`src/rtl/lcd_pkg.sv`:
```
// Shared types and constants for the HD44780-style 8-bit LCD bus sequencer:
// phase states, command bytes, the power-up init list and the long-command test.
package lcd_pkg;

   typedef enum logic [2:0] {
      POWERUP  = 3'd0,
      INIT_CMD = 3'd1,
      IDLE     = 3'd2,
      SETUP    = 3'd3,
      PULSE    = 3'd4,
      HOLD     = 3'd5,
      WAIT     = 3'd6
   } lcd_seq_state_t;

   localparam logic [7:0] LCD_CMD_FUNCSET_8B2L = 8'h38;
   localparam logic [7:0] LCD_CMD_DISP_ON      = 8'h0C;
   localparam logic [7:0] LCD_CMD_CLEAR        = 8'h01;
   localparam logic [7:0] LCD_CMD_HOME         = 8'h02;
   localparam logic [7:0] LCD_CMD_ENTRY_INC    = 8'h06;

   localparam int INIT_LEN = 6;

   localparam logic [7:0] INIT_ROM [INIT_LEN] = '{
      LCD_CMD_FUNCSET_8B2L,
      LCD_CMD_FUNCSET_8B2L,
      LCD_CMD_FUNCSET_8B2L,
      LCD_CMD_DISP_ON,
      LCD_CMD_CLEAR,
      LCD_CMD_ENTRY_INC
   };

   // Clear and both home encodings (bit 0 of home is don't-care) need the long wait.
   function automatic logic is_long_cmd(input logic rs, input logic [7:0] cmd);
      return !rs && (cmd == LCD_CMD_CLEAR || cmd == LCD_CMD_HOME || cmd == 8'h03);
   endfunction

endpackage

```
`src/rtl/lcd_phase_timer.sv`:
```
// Shared down-counter for every sequencer phase: load with length-1, done at zero.
// Comes out of reset already loaded for the power-up wait.
module lcd_phase_timer #(
   parameter int               CNT_W       = 20,
   parameter logic [CNT_W-1:0] RESET_VALUE = '0
) (
   input  logic             clk,
   input  logic             reset,
   input  logic             load,
   input  logic [CNT_W-1:0] value,
   output logic             done
);

   logic [CNT_W-1:0] count;

   always_ff @(posedge clk) begin
      if (reset) begin
         count <= RESET_VALUE;
      end else if (load) begin
         count <= value;
      end else if (count != '0) begin
         count <= count - CNT_W'(1);
      end
   end

   assign done = (count == '0);

endmodule

```
`src/rtl/lcd_bus_sequencer.sv`:
```
// Drives the HD44780 8-bit bus: power-up wait, fixed init list, then one byte per
// valid/ready handshake with RS/DATA setup, E pulse, hold and execution wait.
module lcd_bus_sequencer
   import lcd_pkg::*;
#(
   parameter int POWERUP_CYCLES    = 750_000,
   parameter int EN_SETUP_CYCLES   = 2,
   parameter int EN_PULSE_CYCLES   = 25,
   parameter int EN_HOLD_CYCLES    = 2,
   parameter int FIRST_WAIT_CYCLES = 205_000,
   parameter int SHORT_WAIT_CYCLES = 2_500,
   parameter int LONG_WAIT_CYCLES  = 82_000,
   parameter int CNT_W             = 20
) (
   input  logic       fpga_clk_i,
   input  logic       fpga_reset_i,
   input  logic       req_valid_i,
   input  logic       req_rs_i,
   input  logic [7:0] req_data_i,
   output logic       req_ready_o,
   output logic       init_done_o,
   output logic       busy_o,
   output logic [7:0] lcd_data_o,
   output logic       lcd_reset_o,
   output logic       lcd_enable_o
);

   // Handshake: a byte transfers on a cycle where req_valid_i and req_ready_o are
   // both high; the requester holds valid/rs/data stable until that cycle.

   localparam logic [CNT_W-1:0] LD_POWERUP = CNT_W'(POWERUP_CYCLES - 1);
   localparam logic [CNT_W-1:0] LD_SETUP   = CNT_W'(EN_SETUP_CYCLES - 1);
   localparam logic [CNT_W-1:0] LD_PULSE   = CNT_W'(EN_PULSE_CYCLES - 1);
   localparam logic [CNT_W-1:0] LD_HOLD    = CNT_W'(EN_HOLD_CYCLES - 1);
   localparam logic [CNT_W-1:0] LD_FIRST   = CNT_W'(FIRST_WAIT_CYCLES - 1);
   localparam logic [CNT_W-1:0] LD_SHORT   = CNT_W'(SHORT_WAIT_CYCLES - 1);
   localparam logic [CNT_W-1:0] LD_LONG    = CNT_W'(LONG_WAIT_CYCLES - 1);
   localparam logic [2:0]       LAST_IDX   = 3'(INIT_LEN - 1);

   lcd_seq_state_t   state, state_n;
   logic [2:0]       idx, idx_n;
   logic             init_done_n;
   logic [7:0]       data_n;
   logic             rs_n;
   logic             ready_n;
   logic             t_load;
   logic [CNT_W-1:0] t_value;
   logic             t_done;

   lcd_phase_timer #(
      .CNT_W       (CNT_W),
      .RESET_VALUE (LD_POWERUP)
   ) u_timer (
      .clk   (fpga_clk_i),
      .reset (fpga_reset_i),
      .load  (t_load),
      .value (t_value),
      .done  (t_done)
   );

   always_comb begin
      state_n     = state;
      idx_n       = idx;
      init_done_n = init_done_o;
      data_n      = lcd_data_o;
      rs_n        = lcd_reset_o;
      t_load      = 1'b0;
      t_value     = LD_SETUP;
      case (state)
         POWERUP: begin
            if (t_done) state_n = INIT_CMD;
         end
         INIT_CMD: begin
            data_n  = INIT_ROM[idx];
            rs_n    = 1'b0;
            state_n = SETUP;
            t_load  = 1'b1;
            t_value = LD_SETUP;
         end
         IDLE: begin
            if (req_valid_i && req_ready_o) begin
               data_n  = req_data_i;
               rs_n    = req_rs_i;
               state_n = SETUP;
               t_load  = 1'b1;
               t_value = LD_SETUP;
            end
         end
         SETUP: begin
            if (t_done) begin
               state_n = PULSE;
               t_load  = 1'b1;
               t_value = LD_PULSE;
            end
         end
         PULSE: begin
            if (t_done) begin
               state_n = HOLD;
               t_load  = 1'b1;
               t_value = LD_HOLD;
            end
         end
         HOLD: begin
            if (t_done) begin
               state_n = WAIT;
               t_load  = 1'b1;
               // The first function-set after power-up needs the extra-long settle.
               if (!init_done_o && idx == 3'd0) t_value = LD_FIRST;
               else if (is_long_cmd(lcd_reset_o, lcd_data_o)) t_value = LD_LONG;
               else t_value = LD_SHORT;
            end
         end
         WAIT: begin
            if (t_done) begin
               if (init_done_o) begin
                  state_n = IDLE;
               end else if (idx == LAST_IDX) begin
                  init_done_n = 1'b1;
                  state_n     = IDLE;
               end else begin
                  idx_n   = idx + 3'd1;
                  state_n = INIT_CMD;
               end
            end
         end
         default: state_n = POWERUP;
      endcase
   end

   assign ready_n = (state_n == IDLE) && init_done_n;

   // Outputs are computed from the next state so every pin is a flop.
   always_ff @(posedge fpga_clk_i) begin
      if (fpga_reset_i) begin
         state        <= POWERUP;
         idx          <= 3'd0;
         init_done_o  <= 1'b0;
         lcd_data_o   <= 8'h00;
         lcd_reset_o  <= 1'b0;
         lcd_enable_o <= 1'b0;
         req_ready_o  <= 1'b0;
         busy_o       <= 1'b1;
      end else begin
         state        <= state_n;
         idx          <= idx_n;
         init_done_o  <= init_done_n;
         lcd_data_o   <= data_n;
         lcd_reset_o  <= rs_n;
         lcd_enable_o <= (state_n == PULSE);
         req_ready_o  <= ready_n;
         busy_o       <= !ready_n;
      end
   end

endmodule

```
`config.mk`:
```
export PLATFORM = sky130hd
export DESIGN_NAME = lcd_bus_sequencer
export DESIGN_NICKNAME = d
export VERILOG_FILES = /design/src/rtl/lcd_pkg.sv /design/src/rtl/lcd_phase_timer.sv /design/src/rtl/lcd_bus_sequencer.sv
export SDC_FILE = /design/constraint.sdc
export NUM_CORES = 1
export LEC_CHECK = 0
export ABC_AREA = 1
export CORE_AREA = 2 2 66 68
export CTS_BUF_LIST = sky130_fd_sc_hd__clkbuf_8
export DETAILED_ROUTE_END_ITERATION = 8
export DIE_AREA = 0 0 68 70
export HOLD_SLACK_MARGIN = 0.12
export PLACE_DENSITY = 0.79
export SKIP_CTS_REPAIR_TIMING = 1
export SLEW_MARGIN = 10
export SYNTH_ARGS = -nofsm -noshare
export SYNTH_HDL_FRONTEND = slang
export SYNTH_SLANG_ARGS = --single-unit
```
`constraint.sdc`:
```
create_clock -name fpga_clk_i -period 2.77 [get_ports fpga_clk_i]
set_clock_uncertainty 0.2 [all_clocks]
set_input_delay 0.554 -clock fpga_clk_i [delete_from_list [all_inputs] [get_ports fpga_clk_i]]
set_output_delay 0.554 -clock fpga_clk_i [all_outputs]
set_load 0.05 [all_outputs]
```
After elaboration in Yosys (flattened, before gate mapping)
Memories as Yosys holds them, arrays and structs flattened. Cells that the tools add are included.

Flip-flop bits (word level): 39. Bits in read-only memories: 64. Bits of input ports: 12. Memories kept: 1.

Memory list: (no name shown) (words 8, width 8, rd ports 1, clocked after Yosys merged registers in 0, write ports 0, line lcd_bus_sequencer.sv:74) `data_n = INIT_ROM[idx];`.

Mux-type cells: 29. Equality and inequality tests: 13. Add/subtract/negate cells: 2. Bitwise logic cells: 3. $lt $le $gt $ge: 1. Reduce and logical (&&, ||, !) cells: 18.

Operators with widths (number): 20-bit 2-to-1 mux (2); 18-bit 2-to-1 mux (2); 18-bit one-hot mux with 2 select lines (1); 8-bit 2-to-1 mux (3); 3-bit one-hot mux with 7 select lines (1); 20-bit logical NOT (1); 20-bit nonzero test (1); 20-bit by 1-bit subtractor with 20-bit output, second input constant (1); 3-bit 2-to-1 mux (6); 17-bit 2-to-1 mux (1); 8-bit by 2-bit == test with 1-bit output, second input constant (2); 8-bit one-hot mux with 2 select lines (1); 3-bit == test, second input constant (5); 3-bit by 2-bit == test with 1-bit output, second input constant (3); 8-bit by 1-bit == test with 1-bit output, second input constant (1); 1-bit 2-to-1 mux (7); 3-bit logical NOT (2); 5-bit 2-to-1 mux (1); 4-bit greater-or-equal comparator, second input constant (1); 1-bit logical AND (4); 2-bit 2-to-1 mux (2); 3-bit inverter with 4-bit output (1); 4-bit AND reduction (1); 2-bit nonzero test (2); 10 further kinds (14).

Longest topological paths before layout
Depth after elaboration: 9. Depth in mapped cells: 12.

By module
Synthesis repeated with hierarchy kept, for this count alone.

Cell total of the unflattened synthesis: 372. Area, all modules: 2463.6 sq um.

Modules (own cells, without submodules): lcd_phase_timer (cells each 194, instances 1, area each 1283.7 sq um); lcd_bus_sequencer (cells each 178, instances 1, area each 1179.9 sq um).

Worst setup path after synthesis
OpenSTA, ideal clock, no wires.

Path type: register to register. Start: register req_ready_o. End: register u_timer.count[16]. Library setup time: 0.126 ns. Setup slack: 0.948 ns. Period minus slack after synthesis: 1.822 ns. Cell stages (with the launch flop): 12. Arrival: 1.497 ns. Path through: dfxtp_1 -> nand2_1 -> nand2_1 -> nand2_1 -> buf_4 -> nand2_4 -> nand2_4 -> buf_6 -> nand2_1 -> nand2_1 -> nand2_1 -> nand2_1.

Word-level cells in the longest chain between the ends: 4.

Ends and longest elaborated chain: start, declared (line lcd_bus_sequencer.sv:20) `output logic req_ready_o,`; start signal, assigned (line lcd_bus_sequencer.sv:150) `req_ready_o <= ready_n;`; 1-bit logical AND * (line lcd_bus_sequencer.sv:81) `if (req_valid_i && req_ready_o) begin`; 1-bit 2-to-1 mux * (line lcd_bus_sequencer.sv:81); 1-bit one-hot mux with 3 select lines * (line lcd_bus_sequencer.sv:69) `case (state)`; 20-bit 2-to-1 mux / 2-bit nonzero test (equally long branches); end signal, assigned (line lcd_phase_timer.sv:20) `count <= value;`; end signal, assigned (line lcd_phase_timer.sv:22) `count <= count - CNT_W'(1);`; end, declared (line lcd_phase_timer.sv:14) `logic [CNT_W-1:0] count;`.

Mark *: on every way between the ends. The rest lies on a longest branch, timed or not. A chain may end at the register's enable or synchronous reset.

Worst setup path after layout
Start: register lcd_reset_o. End: output port lcd_reset_o.

RTL lines: start, declared (line lcd_bus_sequencer.sv:24) `output logic lcd_reset_o,`; start signal, assigned (line lcd_bus_sequencer.sv:148) `lcd_reset_o <= rs_n;`.

No word-level cell between the ends.

==> flow_summary.ini <==
[yosys]
yosys.area_share.xor_xnor_pct = 4.15
synthSimpleGateAreaFrac_pct = 40.5
ys_seq_area_share_pct = 33.6
ys_seq_elements = 39
syn_inst = 346
synth_top_family_by_area = simple AND/OR/NAND/NOR gates
muxShareOfSynthArea_pct = 0
syn_area_um2 = 2320
synth-adder-area-share_pct = 3.23
synth-warning-count = 0
synth_compound_area_share_pct = 9.76
avgSynthCellArea_um2 = 6.71
synth_cell_types = 30
syn-num-nets = 364

[critical_path]
critical_path.endpoint = lcd_reset_o
r2r_slack_ns = 0.71
path_class = reg -> out
crit_start = lcd_reset_o
critPathMaxStageDelay_ns = 0.82
cp_top_family = buffers and inverters
cp_slowest_cell = clkdlybuf4s50_1
start_kind = register
r2r-start = u_timer.count[0]
cp_data_required_time_ns = 2.02
cp.depth = 1
cp-end-kind = output port
r2r_cells = 10
timing.critical_path.buf_inv = 1
cp_max_fo = 3
path_cells = clkdlybuf4s50_1
worst_ep_arrival_time_ns = 1.48
worstReg2RegEnd = u_timer.count[0]

[finish]
layout-drive-gt1-share_pct = 9.89
instances_no_fill = 426
fin_util_pct = 65.0
final_common_cell = nand2_1
layout_common_cells = nand2_1, nor2_1, inv_1
final_area_um2 = 2700
insertedDiodeCount = 0
final_nets = 392
n_fill_cell = 395
syn_to_final_growth_pct = 16.1

[placement]
dp.cells = 419
place.gp.congestion = 0.980
dp_hpwl_um = 4380
placedInstanceArea_um2 = 2610
port_buffers = 24

[detailed_routing]
wl_per_cell_um = 13.1
ant_nets = 0
first_iter_violations = 160
vias = 2231
wirelength_um = 5600
drc = 0
viasPerCell = 5.24
dr.pass1.iters = 4

[floorplanning]
start_util_pct = 56.0
core_um2 = 4140
rows = 24
pin_count = 25
die-area_um2 = 4760
fp.dieH_um = 70
fp.dieW_um = 68

[global_route]
grt_pass1_vias = 2152
antenna_found_initial = 0
grt_pass1_wl_um = 9410
grt_usage_pct = 25.9
grt_max_degree = 17
overflow = 0

[timing]
timing.fmax_mhz = 447
hold_viol = 0
drv_slew = 0
max_slew_margin_pct = 66.4
setup_viol = 0
period_minus_slack_ns = 2.24
rsz0062_at_grt = false
setup-tns-final_ns = 0
timing.final.crit_share_pct = 80.8
tightest_slew_ns = 0.502
fin_hold_ws_ns = 0.283

[clock_network]
clk-insertion-delay-late_ns = 0.30
htreeDepth = 2
cts_buffers = 5
path_clk_slew_ns = 0.07
root_buffer = clkbuf_8
clock-sinks = 39
clock_path_buffers = 2
cts_tree = built

[power_and_ir_drop]
pwr_density_cell_nw_per_um2 = 372
power.leakage_uw = 0.00130
ir_drop_uv = 289

[hold_path]
hold_path.class = reg -> reg

[outcome]
status = finished, final reports clean

[run]
maxCapViolCount = 0
==> synthesized netlist by cell type <==
library cell	instances	area, um^2
nand2_1	93	349
nor2_1	45	169
inv_1	41	154
dfxtp_1	39	781
nand3_1	23	115
o21ai_0	18	90.1
a21oi_1	16	80.1
nand4_1	10	62.6
xor2_1	9	78.8
nor2_2	8	50.1
ha_1	6	75.1
nand3_2	5	50.1
nor3_1	4	20.0
a31oi_1	3	18.8
clkbuf_1	3	11.3
nor2_4	3	33.8
a21oi_2	2	17.5
buf_6	2	22.5
inv_2	2	7.51
nand2_2	2	12.5
nand2_4	2	22.5
xnor2_1	2	17.5
a21boi_0	1	7.51
buf_4	1	7.51
nand3_4	1	17.5
nor2_8	1	20.0
nor3_2	1	10.0
nor3b_1	1	7.51
o211ai_1	1	7.51
o21ai_1	1	5.00
==> cell type report <==
class	count	area [um^2]	area share (%)
Sequential cell	39	781	29.0
Clock buffer	6	82.6	3.06
Clock inverter	1	5.00	0.186
Timing Repair Buffer	27	263	9.75
Multi-Input combinational cell	258	1340	49.6
Tap cell	52	65.1	2.41
Inverter	43	161	5.99
==> cells by family after synthesis <==
family                     after synthesis
and+or+nand+nor                        199
adders and majority gates                6
DFF                                     39
AOI/OAI and AO/OA                       42
buffers and inverters                   49
xor gates and xnor gates                11
==> registers in the layout, summed over array words and instances, names as in the netlist <==
signal	count
u_timer.count	20
lcd_data_o	8
idx	3
state	3
busy_o	1
init_done_o	1
lcd_enable_o	1
lcd_reset_o	1
req_ready_o	1
==> metal layers <==
layer	up-vias	share of wire [%]	track usage [%]
met1	1011	45	30.8
met3	12	3.5	6.44
met4	0	1.8	10.2
met5	-	0	0
met2	50	50	43.7
li1	1158	-	-
==> power by group <==
| group | internal (uW) | switching [uW] | total, uW |
|---|---|---|---|
| Sequential | 564 | 3.28 | 567 |
| Combinational | 23.4 | 22.4 | 45.8 |
| Clock | 195 | 193 | 388 |
==> metrics by stage <==
stage	total power (uW)	setup slack, ns
floorplan	602	0.948
global placement	625	0.517
detailed placement	626	0.461
CTS	1010	0.526
global route	1040	0.486
finish	1000	0.532
==> how the worst min path moves through the flow <==
stage | startpoint | to | slack (ns) | cells past startpoint
finish | lcd_data_o[6] | lcd_data_o[6] | 0.28 | 2
global route | lcd_data_o[6] | lcd_data_o[6] | 0.30 | 2
CTS | lcd_data_o[6] | lcd_data_o[6] | 0.29 | 2
detailed placement | lcd_data_o[6] | lcd_data_o[6] | 0.28 | 2
global placement | u_timer.count[0] | u_timer.count[0] | 0.26 | 2
floorplan | u_timer.count[0] | u_timer.count[0] | 0.24 | 2
(Power assumes the default switching activity.)
